**config.mk**
```make
export PLATFORM = sky130hd
export DESIGN_NAME = char_buffer_writer
export DESIGN_NICKNAME = d
export VERILOG_FILES = /design/src/rtl/char_buffer_writer_pkg.sv /design/src/rtl/char_buffer_writer_addr_map.sv /design/src/rtl/char_buffer_writer.sv
export SDC_FILE = /design/constraint.sdc
export NUM_CORES = 1
export LEC_CHECK = 0
export CAP_MARGIN = 20
export CORE_MARGIN = 2
export CORE_UTILIZATION = 40
export CTS_BUF_LIST = sky130_fd_sc_hd__clkbuf_8
export DETAILED_ROUTE_END_ITERATION = 6
export GPL_ROUTABILITY_DRIVEN = 0
export HOLD_SLACK_MARGIN = 0.1
export PLACE_DENSITY = 0.61
export RECOVER_POWER = 25
export REMOVE_ABC_BUFFERS = 1
export SLEW_MARGIN = 10
export SYNTH_ARGS = -nofsm -noshare
export SYNTH_HDL_FRONTEND = slang
export SYNTH_HIERARCHICAL = 1
export SYNTH_SLANG_ARGS = --single-unit
```
**constraint.sdc**
```tcl
create_clock -name clk -period 3.89 [get_ports clk]
set_clock_uncertainty 0.15 [all_clocks]
set_input_delay 0.778 -clock clk [delete_from_list [all_inputs] [get_ports clk]]
set_output_delay 0.778 -clock clk [all_outputs]
set_load 0.1 [all_outputs]
```
**src/rtl/char_buffer_writer_pkg.sv**
```systemverilog
// Shared constants for the terminal character writer and the video reader.
// Holds the screen geometry, the control codes and the writer state encoding.
package char_term_pkg;

  // Screen geometry and buffer sizing
  localparam int COLS      = 80;
  localparam int ROWS      = 24;
  localparam int ADDR_BITS = 11;
  localparam int TAB_W     = 8;
  localparam int CELLS     = COLS * ROWS;

  // Fill byte written by every clear operation
  localparam logic [7:0] BLANK = 8'h20;

  // Lowest byte value that is written to the screen as a glyph
  localparam logic [7:0] PRINT_MIN = 8'h20;

  // Control codes understood by the writer
  localparam logic [7:0] CC_BS  = 8'h08;
  localparam logic [7:0] CC_TAB = 8'h09;
  localparam logic [7:0] CC_LF  = 8'h0A;
  localparam logic [7:0] CC_FF  = 8'h0C;
  localparam logic [7:0] CC_CR  = 8'h0D;
  localparam logic [7:0] CC_SO  = 8'h0E;
  localparam logic [7:0] CC_SI  = 8'h0F;

  // Width-matched limits used by the counters and cursor compares
  localparam logic [6:0]           COL_LAST   = 7'(COLS - 1);
  localparam logic [4:0]           ROW_LAST   = 5'(ROWS - 1);
  localparam logic [ADDR_BITS-1:0] CELL_LAST  = ADDR_BITS'(CELLS - 1);
  localparam logic [ADDR_BITS-1:0] LINE_LAST  = ADDR_BITS'(COLS - 1);
  localparam logic [7:0]           TAB_W8     = 8'(TAB_W);
  localparam logic [7:0]           COLS_LAST8 = 8'(COLS - 1);

  // Writer state encoding (kept as plain constants for older tool flows)
  typedef logic [1:0] state_t;
  localparam state_t ST_CLR_ALL  = 2'd0;
  localparam state_t ST_IDLE     = 2'd1;
  localparam state_t ST_CLR_LINE = 2'd2;

  // Advance a row index by one with explicit wrap at ROWS
  function automatic logic [4:0] next_row_wrap(input logic [4:0] r);
    if (r == ROW_LAST) begin
      return 5'd0;
    end
    return r + 5'd1;
  endfunction

  // Column reached by a tab: next multiple of TAB_W, clamped to the last column
  function automatic logic [6:0] tab_stop(input logic [6:0] c);
    logic [7:0] wide;
    logic [7:0] stop;
    wide = {1'b0, c};
    stop = wide - (wide % TAB_W8) + TAB_W8;
    if (stop > COLS_LAST8) begin
      return COL_LAST;
    end
    return stop[6:0];
  endfunction

endpackage

```
**src/rtl/char_buffer_writer_addr_map.sv**
```systemverilog
// Logical (row, col) to physical buffer address translation.
// The top row offset rotates for hardware scrolling, so the physical row is
// (scroll_row + row) mod ROWS. The row base is built from shifted copies of the
// physical row, one per set bit of COLS, so no multiplier is inferred.
module char_addr_map
  import char_term_pkg::*;
(
  input  logic [4:0]           scroll_row,
  input  logic [4:0]           row,
  input  logic [6:0]           col,
  output logic [ADDR_BITS-1:0] addr
);

  localparam logic [ADDR_BITS-1:0] COLS_V = ADDR_BITS'(COLS);

  logic [5:0]           row_sum;
  logic [4:0]           phys_row;
  logic [ADDR_BITS-1:0] row_base;

  // Fold the rotated row back into range, then form phys_row*COLS + col
  always_comb begin
    row_sum = {1'b0, scroll_row} + {1'b0, row};
    if (row_sum >= 6'(ROWS)) begin
      phys_row = 5'(row_sum - 6'(ROWS));
    end else begin
      phys_row = row_sum[4:0];
    end
    row_base = '0;
    for (int i = 0; i < ADDR_BITS; i++) begin
      if (COLS_V[i]) begin
        row_base = row_base + (ADDR_BITS'(phys_row) << i);
      end
    end
    addr = row_base + ADDR_BITS'(col);
  end

endmodule

```
**src/rtl/char_buffer_writer.sv**
```systemverilog
// Terminal-style writer for the 80x24 character buffer.
// Accepts one byte per handshake, decodes control codes, tracks the cursor and
// scrolls by rotating the top-row offset instead of moving buffer contents.
// All buffer write outputs are registered: a byte accepted in one cycle shows
// up on the write port in the next cycle.
module char_buffer_writer
  import char_term_pkg::*;
(
  input  logic                 clk,
  input  logic                 reset,
  input  logic [7:0]           in_data,
  input  logic                 in_valid,
  output logic                 in_ready,
  output logic [ADDR_BITS-1:0] waddr,
  output logic [7:0]           wdata,
  output logic                 wen,
  output logic                 graphic_mode,
  output logic [4:0]           scroll_row,
  output logic [6:0]           cursor_col,
  output logic [4:0]           cursor_row
);

  state_t               state;
  logic [ADDR_BITS-1:0] clr_cnt;
  logic                 gmode;

  logic                 accept;
  logic                 printable;
  logic                 do_newline;
  logic                 nl_wrap;

  logic [4:0]           map_row;
  logic [6:0]           map_col;
  logic [ADDR_BITS-1:0] map_addr;

  assign in_ready = (state == ST_IDLE);
  assign accept   = in_valid && in_ready;

  // Decode which accepted bytes move the cursor to the next line
  always_comb begin
    printable  = (in_data >= PRINT_MIN);
    do_newline = 1'b0;
    if (accept) begin
      if (printable && (cursor_col == COL_LAST)) begin
        do_newline = 1'b1;
      end else if (in_data == CC_LF) begin
        do_newline = 1'b1;
      end
    end
    nl_wrap = (cursor_row == ROW_LAST);
  end

  // Line clears sweep the bottom logical row; otherwise address the cursor
  always_comb begin
    if (state == ST_CLR_LINE) begin
      map_row = ROW_LAST;
      map_col = clr_cnt[6:0];
    end else begin
      map_row = cursor_row;
      map_col = cursor_col;
    end
  end

  char_addr_map u_addr_map (
    .scroll_row (scroll_row),
    .row        (map_row),
    .col        (map_col),
    .addr       (map_addr)
  );

  // Main state machine: clears, byte decode, cursor and scroll bookkeeping
  always_ff @(posedge clk) begin
    if (reset) begin
      state        <= ST_CLR_ALL;
      clr_cnt      <= '0;
      cursor_col   <= '0;
      cursor_row   <= '0;
      scroll_row   <= '0;
      gmode        <= 1'b0;
      graphic_mode <= 1'b0;
      wen          <= 1'b0;
      waddr        <= '0;
      wdata        <= BLANK;
    end else begin
      wen <= 1'b0;
      case (state)
        ST_CLR_ALL: begin
          wen          <= 1'b1;
          waddr        <= clr_cnt;
          wdata        <= BLANK;
          graphic_mode <= 1'b0;
          if (clr_cnt == CELL_LAST) begin
            clr_cnt    <= '0;
            state      <= ST_IDLE;
            cursor_col <= '0;
            cursor_row <= '0;
            scroll_row <= '0;
          end else begin
            clr_cnt <= clr_cnt + 1'b1;
          end
        end

        ST_CLR_LINE: begin
          wen          <= 1'b1;
          waddr        <= map_addr;
          wdata        <= BLANK;
          graphic_mode <= 1'b0;
          if (clr_cnt == LINE_LAST) begin
            clr_cnt <= '0;
            state   <= ST_IDLE;
          end else begin
            clr_cnt <= clr_cnt + 1'b1;
          end
        end

        ST_IDLE: begin
          if (accept) begin
            if (printable) begin
              wen          <= 1'b1;
              waddr        <= map_addr;
              wdata        <= in_data;
              graphic_mode <= gmode;
              if (cursor_col == COL_LAST) begin
                cursor_col <= '0;
              end else begin
                cursor_col <= cursor_col + 7'd1;
              end
            end else begin
              case (in_data)
                CC_CR:  cursor_col <= '0;
                CC_BS: begin
                  if (cursor_col != 7'd0) begin
                    cursor_col <= cursor_col - 7'd1;
                  end
                end
                CC_TAB: cursor_col <= tab_stop(cursor_col);
                CC_FF: begin
                  state   <= ST_CLR_ALL;
                  clr_cnt <= '0;
                end
                CC_SO:  gmode <= 1'b1;
                CC_SI:  gmode <= 1'b0;
                default: begin
                end
              endcase
            end

            if (do_newline) begin
              if (!nl_wrap) begin
                cursor_row <= cursor_row + 5'd1;
              end else begin
                scroll_row <= next_row_wrap(scroll_row);
                state      <= ST_CLR_LINE;
                clr_cnt    <= '0;
              end
            end
          end
        end

        default: begin
          state   <= ST_CLR_ALL;
          clr_cnt <= '0;
        end
      endcase
    end
  end

endmodule

```
## After elaboration in Yosys (flattened, before gate mapping)

Cells that the tools add are included.

| operators by class | value |
|---|---|
| add/subtract/negate cells | 11 |
| $lt $le $gt $ge | 3 |
| equal/unequal tests | 23 |
| mux-type cells | 67 |
| bitwise logic cells | 1 |
| reduce and logical (&&, ||, !) cells | 16 |

Operators by type and width:

| operator | number |
|---|---|
| $mux W11 | 9 |
| $pmux W11 S3 | 2 |
| $eq A8 B4 Y1 const B | 7 |
| $mux W7 | 8 |
| $mux W5 | 11 |
| $pmux W7 S3 | 1 |
| $pmux W5 S2 | 2 |
| $mux W1 | 19 |
| $mux W8 | 2 |
| $pmux W8 S2 | 1 |
| $reduce_and A5 Y1 | 3 |
| $mux W2 | 7 |
| $pmux W7 S2 | 1 |
| $add A11 B1 Y11 const B | 1 |
| $add A11 B7 Y11 | 1 |
| $add A9 B11 Y11 | 1 |
| $eq A11 B11 Y1 const B | 1 |
| $eq A11 B7 Y1 const B | 1 |
| $add A5 B1 Y5 const B | 2 |
| $eq A5 B5 Y1 const B | 2 |
| $ne A2 B1 Y1 const B | 5 |
| $reduce_and A3 Y1 | 3 |
| $add A8 B4 Y8 const B | 1 |
| $ge A8 B6 Y1 const B | 1 |
| 23 further kinds | 29 |

| word-level totals | value |
|---|---|
| register bits | 52 |
| bits of input ports | 11 |
| output and inout port bits | 39 |
| logic and storage cells | 131 |

## Depth between registers and ports, before layout

| depth | value |
|---|---|
| depth in word-level cells | 14 |
| gate-level depth with buffers | 20 |
| depth with buffers taken out | 19 |

## By module

Netlist, hierarchy kept.

By module, submodules not included:

| module | times used | cells an instance | area each (µm²) | sequential area each (µm²) |
|---|---|---|---|---|
| char_buffer_writer | 1 | 417 | 3,337.0 | 1,041.0 |
| char_addr_map | 1 | 79 | 620.6 | 0.0 |

## Least setup slack after synthesis

OpenSTA, ideal clock, no wires.

| timing path | value |
|---|---|
| path kind | reg-to-reg |
| from | register cursor_row[0] |
| to | register waddr[10] |
| setup time | 0.086 ns |
| arrival | 3.958 ns |
| setup slack | -0.304 ns |
| cell stages (with the launch flop) | 18 |
| buffers on the path | 0 |
| cell sequence | dfxtp_1 or2_2 ha_1 inv_1 fa_1 nor2b_4 or3_1 o21ai_1 a221oi_1 o21ai_1 ha_1 ha_1 nor2b_1 o21ai_0 a21oi_1 xor2_1 mux2i_1 a211oi_1 |

| between the ends | value |
|---|---|
| word-level cells in the longest chain between the ends | 9 |
| elaborated cells on any way between the ends | 10 |
| those cells by class | 4 x add/sub; 1 x order compare; 5 x mux |

Ends and longest elaborated chain:

| item | RTL line | source |
|---|---|---|
| start: declaration | char_buffer_writer.sv:20 | `output logic [4:0] cursor_row` |
| start signal: assignment | char_buffer_writer.sv:150 | `cursor_row <= cursor_row + 5'd1;` |
| $mux W5 * | char_buffer_writer.sv:55 | `if (state == ST_CLR_LINE) begin` |
| via map_row[0] | char_buffer_writer.sv:32 | `logic [4:0] map_row;` |
| $add A5 B5 Y6 * | char_buffer_writer_addr_map.sv:22 | `row_sum = {1'b0, scroll_row} + {1'b0, row};` |
| $sub A5 B5 Y5 / $ge A6 B5 Y1 (equally long branches) | char_buffer_writer_addr_map.sv:24, char_buffer_writer_addr_map.sv:23 |  |
| $mux W5 * | char_buffer_writer_addr_map.sv:23 | `if (row_sum >= 6'(ROWS)) begin` |
| $add A9 B11 Y11 * | char_buffer_writer_addr_map.sv:31 | `row_base = row_base + (ADDR_BITS'(phys_row) << i);` |
| $add A11 B7 Y11 * | char_buffer_writer_addr_map.sv:34 | `addr = row_base + ADDR_BITS'(col);` |
| via map_addr[10] | char_buffer_writer.sv:34 | `logic [ADDR_BITS-1:0] map_addr;` |
| $mux W11 | char_buffer_writer.sv:118 | `if (printable) begin` |
| $mux W11 | char_buffer_writer.sv:117 | `if (accept) begin` |
| $pmux W11 S3 * | char_buffer_writer.sv:86 | `case (state)` |
| end signal: assignment | char_buffer_writer.sv:89 | `waddr <= clr_cnt;` |
| end signal: assignment | char_buffer_writer.sv:105 | `waddr <= map_addr;` |
| end signal: assignment | char_buffer_writer.sv:120 | `waddr <= map_addr;` |
| end: declaration | char_buffer_writer.sv:14 | `output logic [ADDR_BITS-1:0] waddr,` |

The timed path passes the listed nets; every way through them passes the cells marked *. The select of a mux whose other input is x is not followed.
A chain may end at the register's enable or synchronous reset.

## Worst setup path after layout

| timing path | value |
|---|---|
| from | register state[0] |
| to | register waddr[8] |

| between the ends | value |
|---|---|
| word-level cells in the longest chain between the ends | 10 |
| elaborated cells on any way between the ends | 19 |
| those cells by class | 4 x add/sub; 1 x order compare; 4 x eq/ne; 6 x mux; 4 x reduce/logical |

Ends and longest elaborated chain:

| item | RTL line | source |
|---|---|---|
| start: declaration | char_buffer_writer.sv:23 | `state_t state;` |
| start signal: assignment | char_buffer_writer.sv:74 | `state <= ST_CLR_ALL;` |
| start signal: assignment | char_buffer_writer.sv:94 | `state <= ST_IDLE;` |
| start signal: assignment | char_buffer_writer.sv:110 | `state <= ST_IDLE;` |
| $eq A2 B2 Y1 * | char_buffer_writer.sv:55 |  |
| $mux W5 * | char_buffer_writer.sv:55 |  |
| via map_row[0] | char_buffer_writer.sv:32 |  |
| $add A5 B5 Y6 * | char_buffer_writer_addr_map.sv:22 |  |
| $sub A5 B5 Y5 / $ge A6 B5 Y1 (equally long branches) | char_buffer_writer_addr_map.sv:24, char_buffer_writer_addr_map.sv:23 |  |
| $mux W5 * | char_buffer_writer_addr_map.sv:23 |  |
| $add A9 B11 Y11 * | char_buffer_writer_addr_map.sv:31 |  |
| $add A11 B7 Y11 * | char_buffer_writer_addr_map.sv:34 |  |
| via map_addr[8] | char_buffer_writer.sv:34 |  |
| $mux W11 | char_buffer_writer.sv:118 |  |
| $mux W11 | char_buffer_writer.sv:117 |  |
| $pmux W11 S3 * | char_buffer_writer.sv:86 |  |

Marked as above.

==> impl_metrics.csv <==
group,metric,value,unit
outcome,status,"completed",
logic_synthesis,postSynthAreaPerCell,7.98,sq um
placed_design,hpwl,7210,microns
critical_path,start_kind,"flop",
logic_synthesis,synth_ff_type,"dfxtp_1",
power,internal_power,683,uW
floorplan,die_w,103,microns
critical_path,end_kind,"flop",
finish,syn_to_final_growth,20.7,%
logic_synthesis,synth_area_leader_cell,"dfxtp_1",
cts,cts_max_level,2,
cts,clkTransAtPathRegs,0.09,ns
floorplan,initial_core_util,40.9,%
logic_synthesis,synth_cell_type_count,69,
timing,tightest_slew,1.16,ns
cts,tritoncts,"built",
logic_synthesis,synth_cells,496,
logic_synthesis,synthMostInstantiatedCell,"dfxtp_1",
floorplan,core,9680,sq um
route,num_vias,3719,
hold_path,min_path_type,"reg -> reg",
logic_synthesis,async_reset_ff_share,0,%
route,first_pass_iters,4,
timing,period_share,93.2,%
placed_design,dpl_worst_slack,-0.0772,ns
logic_synthesis,postSynthRegisterBits,52,
route,drt-vias-per-instance,5.50,
power,combPwrFrac,7.5,%
route,drtIter0Drc,147,
power,p_sw,232,uW
power,p_sw_share,25.3,%
grt,grt_usage,19.2,%
cts,clockRootBuffer,"clkbuf_8",
logic_synthesis,synth_seq_area_share,26.3,%
route,ant_nets,0,
grt,grt_max_degree,50,
logic_synthesis,synth_top_area_share,26.3,%
job,max_cap_viol_count,0,
timing,hold_viol_final,0,
finish,design_area,4780,sq um
logic_synthesis,synthesis.area,3960,sq um
finish,nets,589,
grt,grt_overflow,0,
logic_synthesis,synth_common_cells,"dfxtp_1 (52), nor2_1 (47), nand2_1 (42), ha_1 (33), a21oi_1 (32)",
grt,antenna_found_initial,0,
timing,fin_hold_ws,0.331,ns
grt,grt_pass1_vias,3468,
critical_path,worstPathRequired,3.96,ns
floorplan,io_pins,50,
timing,clock.fmax,0.276,GHz
finish,antenna_cells,0,
cts,cts_sinks,52,
timing,period_needed,3.62,ns
power,leakage,1.82,nW
placed_design,placed_area,4560,sq um
logic_synthesis,ys_top_cells_by_area,"dfxtp_1 (26%), ha_1 (10%), nor2_1 (4.5%)",
cts,clock_latency,0.31,ns
timing,tns,0,ns
critical_path,reg2reg_depth,18,
logic_synthesis,synth_edf_count,0,
floorplan,dieArea,10700,sq um
critical_path,path_max_fanout,6,
timing,setup_ws,0.266,ns
power,power.density,192,nW/um^2
timing,setup_viol,0,
route,wire_per_inst,14.6,microns
timing,slew_viol_final,0,
critical_path,crit-reg2reg-launch,"state[0]",
power,irDropWorstVdd,0.137,mV
critical_path,critPathArrivalTime,3.69,ns
cts,cts_made_buffers,5,
power,pwr-share-seq,59.2,%
critical_path,cp-endpoint,"waddr[8]",
placed_design,port_buffers,49,
logic_synthesis,yosys_warnings,6,
cts,clockBufferDepth,2,
floorplan,die_h,103,microns
route,drcViolationCount,0,
floorplan,std_cell_rows,36,
route,wirelength,9900,microns
timing,max_slew_margin,23.3,%
timing,rsz0062_at_grt,"false",
cts,hold_buffers,0,
critical_path,critical_path_class,"reg -> reg",
critical_path,r2r_setup_slack,0.27,ns
finish,layout-drive-gt1-share,11.6,%
grt,grt_pass1_wl,16600,microns
power,clock_power_share,33.3,%
critical_path,r2r-end,"waddr[8]",
critical_path,critical_path.startpoint,"state[0]",
[power by group through the flow]
stage | sequential (mW) | clock (mW) | combinational [mW]
global route | 0.543 | 0.340 | 0.0747
floorplan | 0.569 | 0 | 0.0191
CTS | 0.542 | 0.318 | 0.0690
detailed placement | 0.554 | 0 | 0.0689
global placement | 0.554 | 0 | 0.0684
finish | 0.542 | 0.305 | 0.0683
[worst max-delay path: stages (launching register included)]
cell	delay (ns)
dfxtp_2	0.33
inv_2	0.07
ha_4	0.16
or2_4	0.12
ha_4	0.13
inv_2	0.04
fa_2	0.36
buf_4	0.15
xor2_1	0.17
fa_1	0.48
inv_1	0.06
ha_1	0.30
a21oi_2	0.21
nor2b_4	0.06
buf_4	0.13
nor2_1	0.13
xnor2_1	0.14
mux2i_1	0.09
a211oi_1	0.24
[flip-flops by register name, summed over array words and instances, names as in the netlist]
register	flops
graphic_mode	1
scroll_row	5
state	2
wdata	8
gmode	1
wen	1
cursor_col	7
cursor_row	5
clr_cnt	11
waddr	11
[per-stage QoR]
stage | instances | total power, mW | utilization [%]
floorplan | 465 | 0.588 | -
global placement | 663 | 0.623 | 47.1
detailed placement | 663 | 0.623 | 47.1
CTS | 673 | 0.929 | 48.3
global route | 676 | 0.958 | 49.3
finish | 676 | 0.915 | 49.3
[how the worst min path moves through the flow]
| stage | cells past startpoint | slack (ns) | endpoint | from |
|---|---|---|---|---|
| 2_1_floorplan | 2 | 0.32 | clr_cnt[10] | clr_cnt[10] |
| 3_3_place_gp | 2 | 0.32 | wdata[5] | wdata[5] |
| 3_5_place_dp | 2 | 0.31 | wdata[5] | wdata[5] |
| 4_1_cts | 2 | 0.34 | wdata[5] | wdata[5] |
| 5_1_grt | 2 | 0.36 | wdata[5] | wdata[5] |
| 6_report | 2 | 0.33 | wdata[5] | wdata[5] |
[cell type report]
cell class | instances | area [sq um]
fillers | 965 | 4910
multi-input cells | 384 | 2750
flip-flops and latches | 52 | 1040
repair buffers | 70 | 627
well taps | 133 | 166
inverters | 29 | 109
clock buffers | 5 | 68.8
clock inverters | 3 | 16.3
[what timing repair did]
item / 4_1_cts / 5_1_grt
resized for setup: 4 / 18
pin swaps: 6 / 9
buffers inserted: 2 / 3
endpoints found under the setup margin: 1 / 3
[logic make-up after synthesis]
logic type | after synthesis | share of synthesized area (%)
AND/OR/NAND/NOR | 180 | 23.8
flip-flops | 52 | 26.3
adder cells (fa/ha/maj) | 36 | 12.0
XOR/XNOR | 17 | 3.76
buffers and inverters | 60 | 6.92
AO/OA/AOI/OAI | 138 | 24.0
multiplexers | 13 | 3.32
[layout by cell type, fill, tap and decap left out, types with 9 or more instances in the layout]
master,count
xnor2_1,11
o21ai_0,27
mux2i_1,12
nand2_1,41
a22oi_1,12
nor2_1,47
buf_4,20
a211oi_1,19
inv_1,29
dfxtp_1,51
nor2b_1,9
a21oi_1,29
clkdlybuf4s50_1,42
ha_1,28
nand3_1,19
[layer usage]
metal,GRT usage (%),share of wire [%],up-vias
li1,-,-,1883
met1,26.5,47,1730
met2,31.6,47,95
met3,2.82,4.7,11
met4,4.35,1.2,0
met5,0,0,-
No activity file was read; power rests on OpenSTA's default activity.
